$ cat config.mk
export PLATFORM = sky130hd
export DESIGN_NAME = result_banner_ctrl
export DESIGN_NICKNAME = d
export VERILOG_FILES = /design/src/rtl/xo_pkg.sv /design/src/rtl/frame_counter.sv /design/src/rtl/result_banner_ctrl.sv
export SDC_FILE = /design/constraint.sdc
export NUM_CORES = 1
export LEC_CHECK = 0
export CORE_MARGIN = 5
export CORE_UTILIZATION = 46
export CTS_BUF_LIST = sky130_fd_sc_hd__clkbuf_4
export DETAILED_ROUTE_END_ITERATION = 10
export PLACE_DENSITY = 0.91
export SETUP_SLACK_MARGIN = 0.5
export SYNTH_ARGS = -nofsm -noshare
export SYNTH_HDL_FRONTEND = slang
export SYNTH_SLANG_ARGS = --single-unit
$ cat constraint.sdc
create_clock -name clk -period 2.33 [get_ports clk]
set_input_delay 0.699 -clock clk [delete_from_list [all_inputs] [get_ports clk]]
set_output_delay 0.699 -clock clk [all_outputs]
set_load 0.01 [all_outputs]
$ cat src/rtl/xo_pkg.sv
// Purpose: shared result encoding, screen geometry and banner state type.
// Latency: n/a (declarations only).
// Backpressure: n/a.
package xo_pkg;

  // Result codes as driven by the game FSM.
  localparam logic [1:0] RES_NONE = 2'd0;
  localparam logic [1:0] RES_X    = 2'd1;
  localparam logic [1:0] RES_O    = 2'd2;
  localparam logic [1:0] RES_TIE  = 2'd3;

  // Visible screen area in pixels.
  localparam int H_ACTIVE = 640;
  localparam int V_ACTIVE = 480;

  typedef enum logic [1:0] {
    ST_IDLE  = 2'd0,
    ST_SLIDE = 2'd1,
    ST_HOLD  = 2'd2
  } banner_state_t;

endpackage

$ cat src/rtl/frame_counter.sv
// Purpose: 6-bit frame counter with clear; emits a wrap pulse on its MAX-th tick.
// Latency: wrap is combinational with the tick that completes the count.
// Backpressure: none; ticks are never stalled.
//
// Ports:
//   clk, rst : clock, synchronous active-high reset
//   clr      : synchronous clear, wins over tick
//   tick     : count enable
//   wrap     : high during the tick that brings the count to MAX (count returns to 0)
module frame_counter #(
  parameter int MAX = 30
) (
  input  logic clk,
  input  logic rst,
  input  logic clr,
  input  logic tick,
  output logic wrap
);

  logic [5:0] count;

  assign wrap = tick && !clr && (count == 6'(MAX - 1));

  always_ff @(posedge clk) begin
    if (rst || clr) begin
      count <= 6'd0;
    end else if (wrap) begin
      count <= 6'd0;
    end else if (tick) begin
      count <= count + 6'd1;
    end
  end

endmodule

$ cat src/rtl/result_banner_ctrl.sv
// Purpose: sequences the game-over banner: latch result, slide origin down per frame, hold (optionally blinking).
// Latency: all outputs registered; game_over/frame_tick/restart take effect on the next cycle.
// Backpressure: none; pulses are consumed in the cycle they arrive or ignored.
//
// Ports:
//   clk, rst             : pixel clock, synchronous active-high reset
//   frame_tick           : one pulse per frame (vsync start)
//   game_over, result    : game-end pulse and result code (sampled only with game_over)
//   restart              : returns the banner to IDLE
//   banner_x, banner_y   : text origin for the renderers
//   text_sel             : latched result code
//   banner_en            : renderer draw enable
//   settled              : high while holding at the target
// Build option: define RESULT_BANNER_BLINK_EN to blink the banner while holding.
module result_banner_ctrl
  import xo_pkg::*;
#(
  parameter int X_POS        = 202,
  parameter int Y_START      = 0,
  parameter int Y_TARGET     = 188,
  parameter int STEP         = 4,
  parameter int BLINK_FRAMES = 30
) (
  input  logic       clk,
  input  logic       rst,
  input  logic       frame_tick,
  input  logic       game_over,
  input  logic [1:0] result,
  input  logic       restart,
  output logic [9:0] banner_x,
  output logic [8:0] banner_y,
  output logic [1:0] text_sel,
  output logic       banner_en,
  output logic       settled
);

  // Catch out-of-range configurations at elaboration.
  if (STEP < 1 || STEP > 63) begin : g_bad_step
    $error("result_banner_ctrl: STEP out of range 1..63");
  end
  if (BLINK_FRAMES < 1 || BLINK_FRAMES > 63) begin : g_bad_blink
    $error("result_banner_ctrl: BLINK_FRAMES out of range 1..63");
  end

  banner_state_t state, state_nxt;
  logic [8:0]    y_nxt;
  logic [1:0]    sel_nxt;
  logic [9:0]    y_sum;
  logic          start;
  logic          blink_on;
  logic          blink_nxt;

  // One bit wider than banner_y so a step past 511 cannot wrap below the target.
  assign y_sum = {1'b0, banner_y} + 10'(STEP);

  // game_over only starts a banner from IDLE and only with a real result.
  assign start = (state == ST_IDLE) && game_over && (result != RES_NONE);

`ifdef RESULT_BANNER_BLINK_EN
  logic blink_wrap;

  frame_counter #(
    .MAX (BLINK_FRAMES)
  ) u_blink_cnt (
    .clk  (clk),
    .rst  (rst),
    .clr  (restart || start),
    .tick (frame_tick && (state == ST_HOLD) && !restart),
    .wrap (blink_wrap)
  );

  // Each new banner starts in the visible phase.
  assign blink_nxt = (restart || start) ? 1'b1 :
                     blink_wrap         ? ~blink_on : blink_on;

  always_ff @(posedge clk) begin
    if (rst) begin
      blink_on <= 1'b1;
    end else begin
      blink_on <= blink_nxt;
    end
  end
`else
  assign blink_on  = 1'b1;
  assign blink_nxt = 1'b1;
`endif

  always_comb begin
    state_nxt = state;
    y_nxt     = banner_y;
    sel_nxt   = text_sel;
    if (restart) begin
      state_nxt = ST_IDLE;
      y_nxt     = 9'(Y_START);
      sel_nxt   = RES_NONE;
    end else begin
      case (state)
        ST_IDLE: begin
          if (start) begin
            state_nxt = ST_SLIDE;
            y_nxt     = 9'(Y_START);
            sel_nxt   = result;
          end
        end
        ST_SLIDE: begin
          if (frame_tick) begin
            if (y_sum >= 10'(Y_TARGET)) begin
              y_nxt     = 9'(Y_TARGET);
              state_nxt = ST_HOLD;
            end else begin
              y_nxt = y_sum[8:0];
            end
          end
        end
        ST_HOLD: begin
          state_nxt = ST_HOLD;
        end
        default: begin
          state_nxt = ST_IDLE;
        end
      endcase
    end
  end

  always_ff @(posedge clk) begin
    if (rst) begin
      state     <= ST_IDLE;
      banner_x  <= 10'(X_POS);
      banner_y  <= 9'(Y_START);
      text_sel  <= RES_NONE;
      banner_en <= 1'b0;
      settled   <= 1'b0;
    end else begin
      state     <= state_nxt;
      banner_x  <= 10'(X_POS);
      banner_y  <= y_nxt;
      text_sel  <= sel_nxt;
      // Registered from next-state values so the enable lines up with the state it describes.
      banner_en <= (state_nxt != ST_IDLE) && ((state_nxt != ST_HOLD) || blink_nxt);
      settled   <= (state_nxt == ST_HOLD);
    end
  end

endmodule

==> results.md <==
* DRC at 0
* Drt pass-1 iters at 4
* Placed cell area at 992 µm²
* Design area at 1080 µm²
* Register area at 275 µm²
* FFs w/ async S/R, synth at 0
* Number of fill cells in the layout at 166
* Max cap viols at 0
* Synth Instances at 104
* Mux share of post-synthesis cell area at 0.0117
* HPWL after DPL at 1.46 mm
* Pwr Density at 398 nW/µm²
* Synth-to-Final Area Change at 26.4%
* Port Buffers at 17
* Max-slew violations at 0
* H-tree levels at 1
* Synth top area cells: dfxtp_1 31%, buf_4 11%, a21oi_1 5.3%
* Largest net degree at the start of global routing at 11
* First-pass GRT wire length at 3.02 mm
* All-Layer GR Usage at 0.141
* GR Util met2 at 0.248
* Crit Path Category: input pin to flip-flop
* Mean area per synthesized cell at 8.19 µm²
* Netlist cell types at 41
* Nets@finish at 134
* Post-Synth Adder-Cell Area at 0.0294
* Met3 Use GR at 0.0254
* Die area at 2810 µm²
* Post-synthesis instance area at 852 µm²
* Peak supply drop at 0.361 mV
* Largest area contributor in the netlist: dfxtp_1
* Ratio of cells with drive above 1 in the final layout at 0.218
* Clk sinks at 13
* Fmax at 557 MHz
* RSZ-0062 raised after global routing: yes
* Worst Skew at 0.00427 ns
* Die height at 53.0 µm
* Multi-input logic area at 532 µm²
* Delay of the slowest critical-path stage at 0.44 ns
* CTS Buffer Depth at 2
* FP Rows at 15
* Sequential share of the synthesized area at 0.305
* N_diodes at 0
* Core area at 1750 µm²
* Initial core utilization at 0.488
* Top-area cell type share of the netlist area at 0.305
* Die width at 53.0 µm
* CTS tree: yes
* Via Count at 807
* Crit path max-delay cell type: clkdlybuf4s50_1
* Power, Total at 0.429 mW
* Worst Path Required at 2.52 ns
* CTS Buf Count at 3
* Simple-Gate Fraction of Synth Area at 0.250
* Leakage power at 0.476 nW
* #FFs+latches synth at 13
* WP data arrival at 1.99 ns
* XOR/XNOR share of the synthesized area at 0.0103
* HP Class: flip-flop to flip-flop
* Worst-path cell chain: clkdlybuf4s50_1 -> and3b_2 -> a211oi_1 -> mux2i_1 -> a211oi_2
* Vias in the first global route at 693
* Initial antenna violation count at 0
* WL final at 1.94 mm
* Synth Area in Compound Gates at 0.238
* WHS at 0.460 ns
* Root Driver: clkbuf_4
* Top_reg_cell synth: dfxtp_1
* Status: finished, final reports clean
* Grt met1 use at 0.173
* Min cycle time layout at 1.80 ns
* Final setup vio count at 0
* WL per Instance at 13.0 µm
* Via-to-Cell Ratio at 5.42
* Final Hold Fails at 0
* Routability Congestion at 0.885
* Reg clk slew, reported paths at 0.07 ns
* Main combinational cell family by area after synthesis: simple AND/OR/NAND/NOR gates
* Max FO, Critical Path at 8
* Final Cycle Share at 0.771
* YS warnings at 0
* I/O pin count at 30
* Setup crit end kind: flip-flop
* DRT antenna net count at 0
* Setup TNS Final at 0 ns
* Startpoint types: input pin
* Busiest grt layer: met2
* Clock latency on the worst-skew pair at 0.27 ns
* Grt ovf at 0
* Drt initial violations at 17
* Post-synth EDFFs at 0
==> path summary, 6_finish.rpt <==
path | startpoint | endpoint | slack (ns) | cells past startpoint
worst max register to register | banner_y[2] | state[1] | 0.64 | 7
worst max-delay path | frame_tick | banner_y[4] | 0.53 | 5
worst min-delay path | text_sel[1] | text_sel[1] | 0.46 | 2
worst min register to register | text_sel[1] | text_sel[1] | 0.46 | 2
==> state kept, by name (all words and copies together) (netlist names) <==
name and count:
banner_en 1, banner_y 7, settled 1, state 2, text_sel 2
==> critical path: cells and delay by family <==
kind                   cells  cell delay (ns)
AOI/OAI and AO/OA          2             0.46
buffers and inverters      1             0.44
muxes                      1             0.12
and+or+nand+nor            1             0.27
==> per-stage QoR <==
stage / std cells / util / setup WS (ns)
final: 149 / 0.617 / 0.533
after global routing: 149 / 0.617 / 0.437
after CTS: 147 / 0.589 / 0.417
after detailed placement: 143 / 0.568 / 0.153
after global placement: 143 / 0.568 / 0.193
after floorplan: 114 / - / 0.593
==> synth_stat cells, drive strengths merged (2+ instances only) <==
library cell,instances
a211oi,3
a21oi,9
a31oi,2
and2,2
and3,4
buf,15
conb,2
dfxtp,13
ha,2
nand2,7
nand3,4
nand4,2
nor2,10
nor2b,2
o211ai,2
o21ai,6
==> cells in the final DEF, fill, tap and decap left out, types with 3 or more instances in the layout <==
cell type | synthesis | layout
nand2_1 | 7 | 7
dfxtp_4 | 0 | 3
dfxtp_1 | 13 | 7
and3_1 | 3 | 3
dfxtp_2 | 0 | 3
o21ai_0 | 5 | 5
conb_1 | 2 | 12
clkdlybuf4s50_1 | 0 | 6
nand3_1 | 3 | 3
a21oi_1 | 9 | 9
dlygate4sd2_1 | 0 | 8
dlymetal6s2s_1 | 0 | 3
nor2_1 | 9 | 9
clkbuf_4 | 0 | 4
buf_4 | 12 | 5
==> metal layers <==
metal,vias to the layer above,part of all wire
met5,-,0
met4,0,0.0072
met3,2,0.074
met2,31,0.50
met1,378,0.41
li1,396,-
==> power by group <==
part / leakage [nW] / internal, mW / total [mW] / switching [mW]
Sequential: 0.109 / 0.222 / 0.226 / 0.00341
Combinational: 0.348 / 0.0242 / 0.0560 / 0.0318
Clock: 0.0184 / 0.0780 / 0.147 / 0.0691
==> final cells by class <==
| type | instances | share of cell area |
|---|---|---|
| inverters | 1 | 0.00348 |
| flip-flops and latches | 13 | 0.256 |
| repair buffers | 22 | 0.190 |
| well taps | 25 | 0.0290 |
| multi-input cells | 84 | 0.494 |
| clock buffers | 4 | 0.0279 |
==> kinds of logic after synthesis <==
| logic type | after synthesis |
|---|---|
| simple gates | 38 |
| compound gates | 30 |
| buf+inv | 17 |
| flops | 13 |
| fa+ha+maj | 2 |
| other cells | 2 |
| xor+xnor | 1 |
| mux | 1 |
==> timing repair <==
item / 4_1_cts / 5_1_grt
setup buffers: 0 / 2
hold buffers: 0 / 0
gates resized for setup: 18 / 8
endpoints found under the setup margin: 14 / 9
pin swaps: 0 / 0
No activity file was read; power rests on OpenSTA's default activity.
